[src/rtl/memory_port_arbiter_if.sv]
// Bundle of the two requester ports, the memory-side ports and the conflict counter
// connecting the arbiter (slave side) to requesters and memory (master side).
interface memory_port_arbiter_if;
  logic        r0_req_valid;
  logic        r0_req_ready;
  logic        r0_req_write;
  logic [31:0] r0_req_addr;
  logic [31:0] r0_req_wdata;
  logic        r0_resp_valid;
  logic [31:0] r0_resp_rdata;
  logic        r0_resp_err;

  logic        r1_req_valid;
  logic        r1_req_ready;
  logic        r1_req_write;
  logic [31:0] r1_req_addr;
  logic [31:0] r1_req_wdata;
  logic        r1_resp_valid;
  logic [31:0] r1_resp_rdata;
  logic        r1_resp_err;

  logic [31:0] mem_read_address_0;
  logic [31:0] mem_read_address_1;
  logic [31:0] mem_read_data_0;
  logic [31:0] mem_read_data_1;
  logic [31:0] mem_write_address;
  logic [31:0] mem_write_data;
  logic        mem_write_enable;

  logic [15:0] conflict_count;

  modport slave (
    input  r0_req_valid, r0_req_write, r0_req_addr, r0_req_wdata,
    output r0_req_ready, r0_resp_valid, r0_resp_rdata, r0_resp_err,
    input  r1_req_valid, r1_req_write, r1_req_addr, r1_req_wdata,
    output r1_req_ready, r1_resp_valid, r1_resp_rdata, r1_resp_err,
    output mem_read_address_0, mem_read_address_1,
    input  mem_read_data_0, mem_read_data_1,
    output mem_write_address, mem_write_data, mem_write_enable,
    output conflict_count
  );

  modport master (
    output r0_req_valid, r0_req_write, r0_req_addr, r0_req_wdata,
    input  r0_req_ready, r0_resp_valid, r0_resp_rdata, r0_resp_err,
    output r1_req_valid, r1_req_write, r1_req_addr, r1_req_wdata,
    input  r1_req_ready, r1_resp_valid, r1_resp_rdata, r1_resp_err,
    input  mem_read_address_0, mem_read_address_1,
    output mem_read_data_0, mem_read_data_1,
    input  mem_write_address, mem_write_data, mem_write_enable,
    input  conflict_count
  );
endinterface

[src/rtl/memory_port_arbiter.sv]
// Two-requester front end for a dual-read / single-write memory: reads go straight to
// their own port, writes share one port under round-robin arbitration, 1-cycle responses.
module memory_port_arbiter #(
  parameter int DEPTH = 2048
) (
  input logic                  clk,
  input logic                  rst_n,
  memory_port_arbiter_if.slave bus
);

  localparam logic [31:0] DEPTH_U = 32'(DEPTH);

  function automatic logic addr_oor(input logic [31:0] a);
    return a >= DEPTH_U;
  endfunction

  function automatic logic [15:0] sat_inc16(input logic [15:0] c);
    return (c == 16'hFFFF) ? c : c + 16'd1;
  endfunction

  function automatic logic [31:0] resp_data(input logic acc, input logic rd,
                                            input logic oor, input logic [31:0] d);
    return (acc & rd & ~oor) ? d : 32'd0;
  endfunction

  logic        rd0, rd1, wr0, wr1;
  logic        gnt0, gnt1;
  logic        acc0, acc1;
  logic        oor0, oor1;
  logic [31:0] gnt_addr, gnt_wdata;
  logic        gnt_any;

  logic        prio_p1;
  logic [15:0] conflict_p1;
  logic        r0_vld_p1, r1_vld_p1;
  logic        r0_err_p1, r1_err_p1;
  logic [31:0] r0_rdata_p1, r1_rdata_p1;

  assign rd0  = bus.r0_req_valid & ~bus.r0_req_write;
  assign rd1  = bus.r1_req_valid & ~bus.r1_req_write;
  assign wr0  = bus.r0_req_valid &  bus.r0_req_write;
  assign wr1  = bus.r1_req_valid &  bus.r1_req_write;
  assign oor0 = addr_oor(bus.r0_req_addr);
  assign oor1 = addr_oor(bus.r1_req_addr);

  // prio names the requester that wins when both write in the same cycle
  assign gnt0 = rst_n & wr0 & (~wr1 | ~prio_p1);
  assign gnt1 = rst_n & wr1 & (~wr0 |  prio_p1);

  assign bus.r0_req_ready = rst_n & (rd0 | gnt0);
  assign bus.r1_req_ready = rst_n & (rd1 | gnt1);
  assign acc0 = bus.r0_req_valid & bus.r0_req_ready;
  assign acc1 = bus.r1_req_valid & bus.r1_req_ready;

  assign bus.mem_read_address_0 = bus.r0_req_addr;
  assign bus.mem_read_address_1 = bus.r1_req_addr;

  always_comb begin
    gnt_addr  = gnt1 ? bus.r1_req_addr  : bus.r0_req_addr;
    gnt_wdata = gnt1 ? bus.r1_req_wdata : bus.r0_req_wdata;
    gnt_any   = gnt0 | gnt1;
    bus.mem_write_enable  = gnt_any & ~addr_oor(gnt_addr);
    bus.mem_write_address = bus.mem_write_enable ? gnt_addr  : 32'd0;
    bus.mem_write_data    = bus.mem_write_enable ? gnt_wdata : 32'd0;
  end

  // Stage p1: arbitration state and the registered response of each accepted request
  always_ff @(posedge clk) begin
    if (!rst_n) begin
      prio_p1     <= 1'b0;
      conflict_p1 <= 16'd0;
      r0_vld_p1   <= 1'b0;
      r1_vld_p1   <= 1'b0;
      r0_err_p1   <= 1'b0;
      r1_err_p1   <= 1'b0;
      r0_rdata_p1 <= 32'd0;
      r1_rdata_p1 <= 32'd0;
    end else begin
      if (gnt0)
        prio_p1 <= 1'b1;
      else if (gnt1)
        prio_p1 <= 1'b0;
      if (wr0 & wr1)
        conflict_p1 <= sat_inc16(conflict_p1);
      r0_vld_p1   <= acc0;
      r1_vld_p1   <= acc1;
      r0_err_p1   <= acc0 & oor0;
      r1_err_p1   <= acc1 & oor1;
      r0_rdata_p1 <= resp_data(acc0, rd0, oor0, bus.mem_read_data_0);
      r1_rdata_p1 <= resp_data(acc1, rd1, oor1, bus.mem_read_data_1);
    end
  end

  assign bus.r0_resp_valid  = r0_vld_p1;
  assign bus.r1_resp_valid  = r1_vld_p1;
  assign bus.r0_resp_err    = r0_err_p1;
  assign bus.r1_resp_err    = r1_err_p1;
  assign bus.r0_resp_rdata  = r0_rdata_p1;
  assign bus.r1_resp_rdata  = r1_rdata_p1;
  assign bus.conflict_count = conflict_p1;

endmodule

[src/flat_wrapper.sv]
// flat-port wrapper written by rule: the top's interface ports become plain ports
module memory_port_arbiter_flat 
#(
  parameter int DEPTH = 2048
)
  (clk, rst_n, bus_r0_req_valid, bus_r0_req_write, bus_r0_req_addr, bus_r0_req_wdata, bus_r0_req_ready, bus_r0_resp_valid, bus_r0_resp_rdata, bus_r0_resp_err, bus_r1_req_valid, bus_r1_req_write, bus_r1_req_addr, bus_r1_req_wdata, bus_r1_req_ready, bus_r1_resp_valid, bus_r1_resp_rdata, bus_r1_resp_err, bus_mem_read_address_0, bus_mem_read_address_1, bus_mem_read_data_0, bus_mem_read_data_1, bus_mem_write_address, bus_mem_write_data, bus_mem_write_enable, bus_conflict_count);
  memory_port_arbiter_if bus_i ();
  input logic clk;
  input logic rst_n;
  input wire logic [$bits(bus_i.r0_req_valid)-1:0] bus_r0_req_valid;
  input wire logic [$bits(bus_i.r0_req_write)-1:0] bus_r0_req_write;
  input wire logic [$bits(bus_i.r0_req_addr)-1:0] bus_r0_req_addr;
  input wire logic [$bits(bus_i.r0_req_wdata)-1:0] bus_r0_req_wdata;
  output wire logic [$bits(bus_i.r0_req_ready)-1:0] bus_r0_req_ready;
  output wire logic [$bits(bus_i.r0_resp_valid)-1:0] bus_r0_resp_valid;
  output wire logic [$bits(bus_i.r0_resp_rdata)-1:0] bus_r0_resp_rdata;
  output wire logic [$bits(bus_i.r0_resp_err)-1:0] bus_r0_resp_err;
  input wire logic [$bits(bus_i.r1_req_valid)-1:0] bus_r1_req_valid;
  input wire logic [$bits(bus_i.r1_req_write)-1:0] bus_r1_req_write;
  input wire logic [$bits(bus_i.r1_req_addr)-1:0] bus_r1_req_addr;
  input wire logic [$bits(bus_i.r1_req_wdata)-1:0] bus_r1_req_wdata;
  output wire logic [$bits(bus_i.r1_req_ready)-1:0] bus_r1_req_ready;
  output wire logic [$bits(bus_i.r1_resp_valid)-1:0] bus_r1_resp_valid;
  output wire logic [$bits(bus_i.r1_resp_rdata)-1:0] bus_r1_resp_rdata;
  output wire logic [$bits(bus_i.r1_resp_err)-1:0] bus_r1_resp_err;
  output wire logic [$bits(bus_i.mem_read_address_0)-1:0] bus_mem_read_address_0;
  output wire logic [$bits(bus_i.mem_read_address_1)-1:0] bus_mem_read_address_1;
  input wire logic [$bits(bus_i.mem_read_data_0)-1:0] bus_mem_read_data_0;
  input wire logic [$bits(bus_i.mem_read_data_1)-1:0] bus_mem_read_data_1;
  output wire logic [$bits(bus_i.mem_write_address)-1:0] bus_mem_write_address;
  output wire logic [$bits(bus_i.mem_write_data)-1:0] bus_mem_write_data;
  output wire logic [$bits(bus_i.mem_write_enable)-1:0] bus_mem_write_enable;
  output wire logic [$bits(bus_i.conflict_count)-1:0] bus_conflict_count;
  assign bus_i.r0_req_valid = bus_r0_req_valid;
  assign bus_i.r0_req_write = bus_r0_req_write;
  assign bus_i.r0_req_addr = bus_r0_req_addr;
  assign bus_i.r0_req_wdata = bus_r0_req_wdata;
  assign bus_r0_req_ready = bus_i.r0_req_ready;
  assign bus_r0_resp_valid = bus_i.r0_resp_valid;
  assign bus_r0_resp_rdata = bus_i.r0_resp_rdata;
  assign bus_r0_resp_err = bus_i.r0_resp_err;
  assign bus_i.r1_req_valid = bus_r1_req_valid;
  assign bus_i.r1_req_write = bus_r1_req_write;
  assign bus_i.r1_req_addr = bus_r1_req_addr;
  assign bus_i.r1_req_wdata = bus_r1_req_wdata;
  assign bus_r1_req_ready = bus_i.r1_req_ready;
  assign bus_r1_resp_valid = bus_i.r1_resp_valid;
  assign bus_r1_resp_rdata = bus_i.r1_resp_rdata;
  assign bus_r1_resp_err = bus_i.r1_resp_err;
  assign bus_mem_read_address_0 = bus_i.mem_read_address_0;
  assign bus_mem_read_address_1 = bus_i.mem_read_address_1;
  assign bus_i.mem_read_data_0 = bus_mem_read_data_0;
  assign bus_i.mem_read_data_1 = bus_mem_read_data_1;
  assign bus_mem_write_address = bus_i.mem_write_address;
  assign bus_mem_write_data = bus_i.mem_write_data;
  assign bus_mem_write_enable = bus_i.mem_write_enable;
  assign bus_conflict_count = bus_i.conflict_count;
  memory_port_arbiter #(.DEPTH(DEPTH)) u_core (.clk(clk), .rst_n(rst_n), .bus(bus_i));
endmodule
[config.mk]
export PLATFORM = sky130hd
export DESIGN_NAME = memory_port_arbiter_flat
export DESIGN_NICKNAME = d
export VERILOG_FILES = /design/src/rtl/memory_port_arbiter_if.sv /design/src/rtl/memory_port_arbiter.sv /design/src/flat_wrapper.sv
export SDC_FILE = /design/constraint.sdc
export NUM_CORES = 1
export LEC_CHECK = 0
export CAP_MARGIN = 10
export CORE_AREA = 4 4 157 159
export DETAILED_ROUTE_END_ITERATION = 7
export DIE_AREA = 0 0 161 163
export PLACE_DENSITY_LB_ADDON = 0.25
export SYNTH_ARGS = -nofsm -noshare
export SYNTH_HDL_FRONTEND = slang
export SYNTH_SLANG_ARGS = --single-unit
[constraint.sdc]
create_clock -name clk -period 2.6 [get_ports clk]
set_input_delay 0.52 -clock clk [delete_from_list [all_inputs] [get_ports clk]]
set_output_delay 0.52 -clock clk [all_outputs]
set_load 0.005 [all_outputs]
; ---- Yosys cells after proc, flatten, opt, wreduce, memory -nomap -nowiden
; Index checks and enable logic that the tools add are counted.
[word_totals]
reg_bits = 85
elab_cells = 57
[classes]
addsub = 1
magnitude_cmp = 3
eq_ne = 1
n_mux = 6
n_bitwise = 34
reduce_logical = 4
[ops]
columns = operator, count
row1 = $mux 32, 4
row2 = $ge 32x12->1 const B, 3
row3 = $and 1x1->1, 20
row4 = $add 16x1->16 const B, 1
row5 = $eq 16x16->1 const B, 1
row6 = $not 1->1, 9
row7 = $reduce_and 2->1, 3
row8 = $or 1x1->1, 5
row9 = $mux 1, 2
row10 = $reduce_bool 2->1, 1

; ---- Depth between registers and ports, before layout
[depth]
ltp_word = 10
depth_mapped = 6

; ---- Worst setup path after synthesis
; Ideal clock, no wire load.
[synth_path]
kind = input port to output port
startpoint = input rst_n
endpoint = output bus_mem_write_address[10]
arrival_time_ps = 1802
t_required_ps = 2080
slack_ps = 278
stages = 6
path_buffers = 2
path_cell_list = and3_1 -> nand2_1 -> buf_2 -> mux2_4 -> buf_6 -> nor4_1
[synth_between]
elab_chain_cells = 7
word_cells_on_any_way = 10
classes_between = order compare (1) / mux (2) / bitwise (7)
[synth_rtl]
columns = element, line
row1 = from (decl), flat_wrapper.sv:9  ; input logic rst_n;
row2 = $and 1x1->1 (2 in a row), memory_port_arbiter.sv:48  ; assign gnt1 = rst_n & wr1 & (~wr0 | prio_p1);
row3 = $mux 32, memory_port_arbiter.sv:59  ; gnt_addr = gnt1 ? bus.r1_req_addr : bus.r0_req_addr;
row4 = $ge 32x12->1, memory_port_arbiter.sv:14  ; return a >= DEPTH_U;
row5 = $not 1->1, memory_port_arbiter.sv:62  ; bus.mem_write_enable = gnt_any & ~addr_oor(gnt_addr);
row6 = $and 1x1->1, memory_port_arbiter.sv:62
row7 = $mux 32 *, memory_port_arbiter.sv:63  ; bus.mem_write_address = bus.mem_write_enable ? gnt_addr : 32'd0;
row8 = to (decl), flat_wrapper.sv:30  ; output wire logic [$bits(bus_i.mem_write_address)-1:0] bus_mem_write_address;
; Every way passes the cells marked *; elsewhere a longest branch is shown, timed or not.

; ---- Worst setup path after layout
[layout_path]
startpoint = input bus_r1_req_addr[15]
endpoint = output bus_mem_write_data[0]
[layout_between]
elab_chain_cells = 5
[layout_rtl]
columns = element, line
row1 = from (decl), flat_wrapper.sv:20  ; input wire logic [$bits(bus_i.r1_req_addr)-1:0] bus_r1_req_addr;
row2 = $mux 32, memory_port_arbiter.sv:59
row3 = $ge 32x12->1, memory_port_arbiter.sv:14
row4 = $not 1->1, memory_port_arbiter.sv:62
row5 = $and 1x1->1, memory_port_arbiter.sv:62
row6 = $mux 32, memory_port_arbiter.sv:64  ; bus.mem_write_data = bus.mem_write_enable ? gnt_wdata : 32'd0;
row7 = to (decl), flat_wrapper.sv:31  ; output wire logic [$bits(bus_i.mem_write_data)-1:0] bus_mem_write_data;
; No other way between the ends.

==> impl_metrics.csv <==
group,metric,value,unit
status,outcome,"finished with violations",
status,violations_in_the_final_reports,"setup timing",
floorplanning,floorplan.die.height,163,um
synthesis,avgSynthCellArea,9.22,sq um
timing,slew_viol_final,0,
finish,seq_area,1700,sq um
clock_network,cts_inserted_buffers,9,
clock_network,h-tree-depth,3,
floorplanning,die_w,161,um
power,total_leakage_power,4.22,nW
timing,fin_worst_skew,8.75,ps
power,p_sw_frac,0.249,
critical_path,max_stage_delay,320,ps
placed_design,dp_hpwl,16700,um
job,drv_cap,0,
clock_network,clk_root_buffer_cell,"clkbuf_16",
placed_design,port_buffers,391,
detailed_routing,routed_wire_length_per_instance,19.2,um
detailed_routing,detailroute.via_count,4974,
floorplanning,floorplan.io_pins,413,
grt,grt_pass1_vias,5100,
finish,finish.net_count,1066,
critical_path,cp-start-kind,"primary input",
power,netSwitchingPower,0.000803,W
finish,fin_area,9810,sq um
power,power.clock.fraction,0.360,
synthesis,post_synth_num_cell_types,42,
synthesis,synth_enable_flop_cells,0,
finish,multiInputGateArea,2770,sq um
detailed_routing,drt_first_pass_iters,4,
clock_network,cts.sink_count,85,
clock_network,worstSkewPairLatency,340,ps
detailed_routing,detailedRoute.firstIterationViolations,179,
timing,final_critical_path_setup_slack,-331,ps
clock_network,ctsLongestPathBuffers,2,
finish,insertedDiodeCount,0,
critical_path,timing.critical_path.to_type,"output pin",
clock_network,clkSlewWorstSetupHoldPaths,60,ps
synthesis,seq_area_frac_synth,0.386,
placed_design,preCtsSetupSlack,-1460,ps
floorplanning,coreArea,23300,sq um
synthesis,synth-main-ff-cell,"dfxtp_1",
placed_design,placement.cell_area,8520,sq um
placed_design,place.gp.congestion,0.821,
synthesis,largest_area_contributor_in_the_synthesized_netlist,"dfxtp_1",
critical_path,highest_delay_cell_along_the_critical_path,"mux2_4",
synthesis,yosysWarnings,0,
timing,finalCritPeriodShare,1.13,
worst_hold_path,timing.hold.worst.class,"reg -> reg",
critical_path,cp.arrival,2410,ps
synthesis,top_post_synthesis_cells_by_area,"dfxtp_1 (39%), buf_4 (15%), mux2i_1 (12%), and2_1 (9.2%), nor4_1 (7.5%)",
finish,fill_cells,2229,
critical_path,worstPathBufferInverterCount,6,
synthesis,yosysMostFrequentCell,"buf_4",
detailed_routing,drc,0,
grt,grt_first_pass_wirelength,31700,um
timing,timing_hold_violations_final,0,
power,sequentialPowerShare,0.407,
timing,setup_viol_count_final,44,
synthesis,post_synth_instance_area,4410,sq um
synthesis,postSynthRegisterBits,85,
grt,overflow,0,
synthesis,synth-async-reset-ratio,0,
timing,unrepaired_setup_endpoints_after_global_routing,"true",
timing,fmax,0.341,GHz
power,power_density,328,nW/um^2
finish,post_route_cells_drive_above_1_share,0.249,
timing,period_minus_slack,2930,ps
grt,initial_antenna_violation_count,0,
power,irDropWorstVdd,0.252,mV
finish,area.growth.synth_to_final,123,%
critical_path,crit_fanout,5,
synthesis,synth_top_cell_area_share,0.386,
clock_network,tritoncts,"done",
critical_path,critical_path_class,"in -> out",
synthesis,synth_common_cells,"buf_4 (86), dfxtp_1 (85), and2_1 (65), nor4_1 (53), mux2i_1 (51)",
floorplanning,std_cell_rows,56,
grt,grt_usage,0.159,
synthesis,syn_inst,478,
detailed_routing,drt.antenna.violating_nets,0,
floorplanning,fp.dieArea,26200,sq um
critical_path,crit_required,2080,ps
detailed_routing,routed_wl,22900,um
floorplanning,initial_core_util,0.189,
grt,grt_max_degree,33,
critical_path,top_family_by_delay_on_critical_path,"buffers and inverters",
power,share_comb_of_total_power,0.233,
critical_path,cell_breakdown_of_the_critical_path,"buf_8, nor4_4, buf_4, nand4_1, buf_4, mux2_4, buf_6, buf_16, nor4_4, buf_2",
detailed_routing,detail_route.vias_per_cell,4.18,
power,p_int,0.00242,W
per-layer routing:
metal / vias to the layer above / GRT usage / share of wire
met5: - / 0 / 0
met4: 0 / 0.0392 / 0.012
met3: 23 / 0.0521 / 0.079
met2: 235 / 0.283 / 0.51
met1: 2330 / 0.187 / 0.40
li1: 2386 / - / -
cell usage in the layout, fill, tap and decap left out, types with 3 or more instances in the layout:
cell type and n:
buf_2 49, dfxtp_1 85, clkdlybuf4s50_1 305, mux2i_1 49
nor3_1 6, buf_12 9, and2_1 65, nor4_2 15
a21oi_1 14, nand2_1 18, nor4_4 37, buf_4 47
nand3_1 8, dlymetal6s2s_1 14, o21ai_0 4, nand4_1 8
nand2b_1 7, buf_8 4, clkbuf_16 12, o21a_1 3
dlygate4sd2_1 14, buf_16 8, or3_1 3, clkdlybuf4s15_1 4
conb_1 21, buf_6 9, nor2_1 5
power by group through the flow:
stage               Combinational (W)  Clock, W  Sequential, W
floorplan                    0.000204         0        0.00134
global placement             0.000624         0        0.00134
detailed placement           0.000619         0        0.00134
CTS                          0.000705   0.00121        0.00131
global route                 0.000788   0.00126        0.00131
finish                       0.000751   0.00116        0.00131
worst register-to-register path: stages, from the launching register on:
cell     delay [ps]
dfxtp_1         440
ha_1            230
nand3_1         220
or4_1           590
or3_1           310
a21oi_1         130
registers in the layout (all words and copies together) (netlist names):
| register | flops |
|---|---|
| u_core.bus.r0_resp_rdata | 32 |
| u_core.bus.r1_resp_valid | 1 |
| u_core.bus.r1_resp_rdata | 32 |
| u_core.bus.r1_resp_err | 1 |
| u_core.prio_p1 | 1 |
| u_core.bus.conflict_count | 16 |
| u_core.bus.r0_resp_valid | 1 |
| u_core.bus.r0_resp_err | 1 |
what timing repair did:
item	in CTS	in global routing
gates resized for setup	335	55
gates cloned	10	5
endpoints found under the setup margin	46	44
hold buffers	0	0
buffers inserted	12	5
pin swaps	24	27
logic make-up (layout without fill, tap and decap cells):
| group | after synthesis | after routing | synth area share |
|---|---|---|---|
| adder cells (fa/ha/maj) | 1 | 1 | 0.00284 |
| other | 1 | 21 | 0.000851 |
| flip-flops | 85 | 85 | 0.386 |
| buffers and inverters | 114 | 485 | 0.180 |
| multiplexers | 52 | 53 | 0.119 |
| AO/OA/AOI/OAI | 32 | 33 | 0.0469 |
| AND/OR/NAND/NOR | 193 | 193 | 0.264 |
through the flow:
stage	util	hold slack (ps)	power [W]	std cells	setup TNS (ps)
finish	0.422	513	0.00322	1190	-9830
global placement	0.366	494	0.00196	1149	-71780
detailed placement	0.366	508	0.00196	1149	-70640
floorplan	-	479	0.00154	498	0
global route	0.422	536	0.00335	1190	-15100
CTS	0.407	519	0.00323	1184	-15810
final timing paths:
kind | from | endpoint | slack [ps] | cells past startpoint
worst max-delay path | bus_r1_req_addr[15] | bus_mem_write_data[0] | -330 | 10
worst min-delay path | u_core.bus.conflict_count[7] | u_core.bus.conflict_count[7] | 510 | 2
worst max register to register | u_core.bus.conflict_count[1] | u_core.bus.conflict_count[14] | 620 | 5
worst min register to register | u_core.bus.conflict_count[7] | u_core.bus.conflict_count[7] | 510 | 2
cell type report:
class | count | share of cell area
clock buffers | 11 | 0.0237
clock inverters | 4 | 0.00268
inverters | 1 | 0.000382
multi-input cells | 301 | 0.282
flip-flops and latches | 85 | 0.173
well taps | 319 | 0.0407
repair buffers | 469 | 0.477
Power figures use the tool's default switching activity.
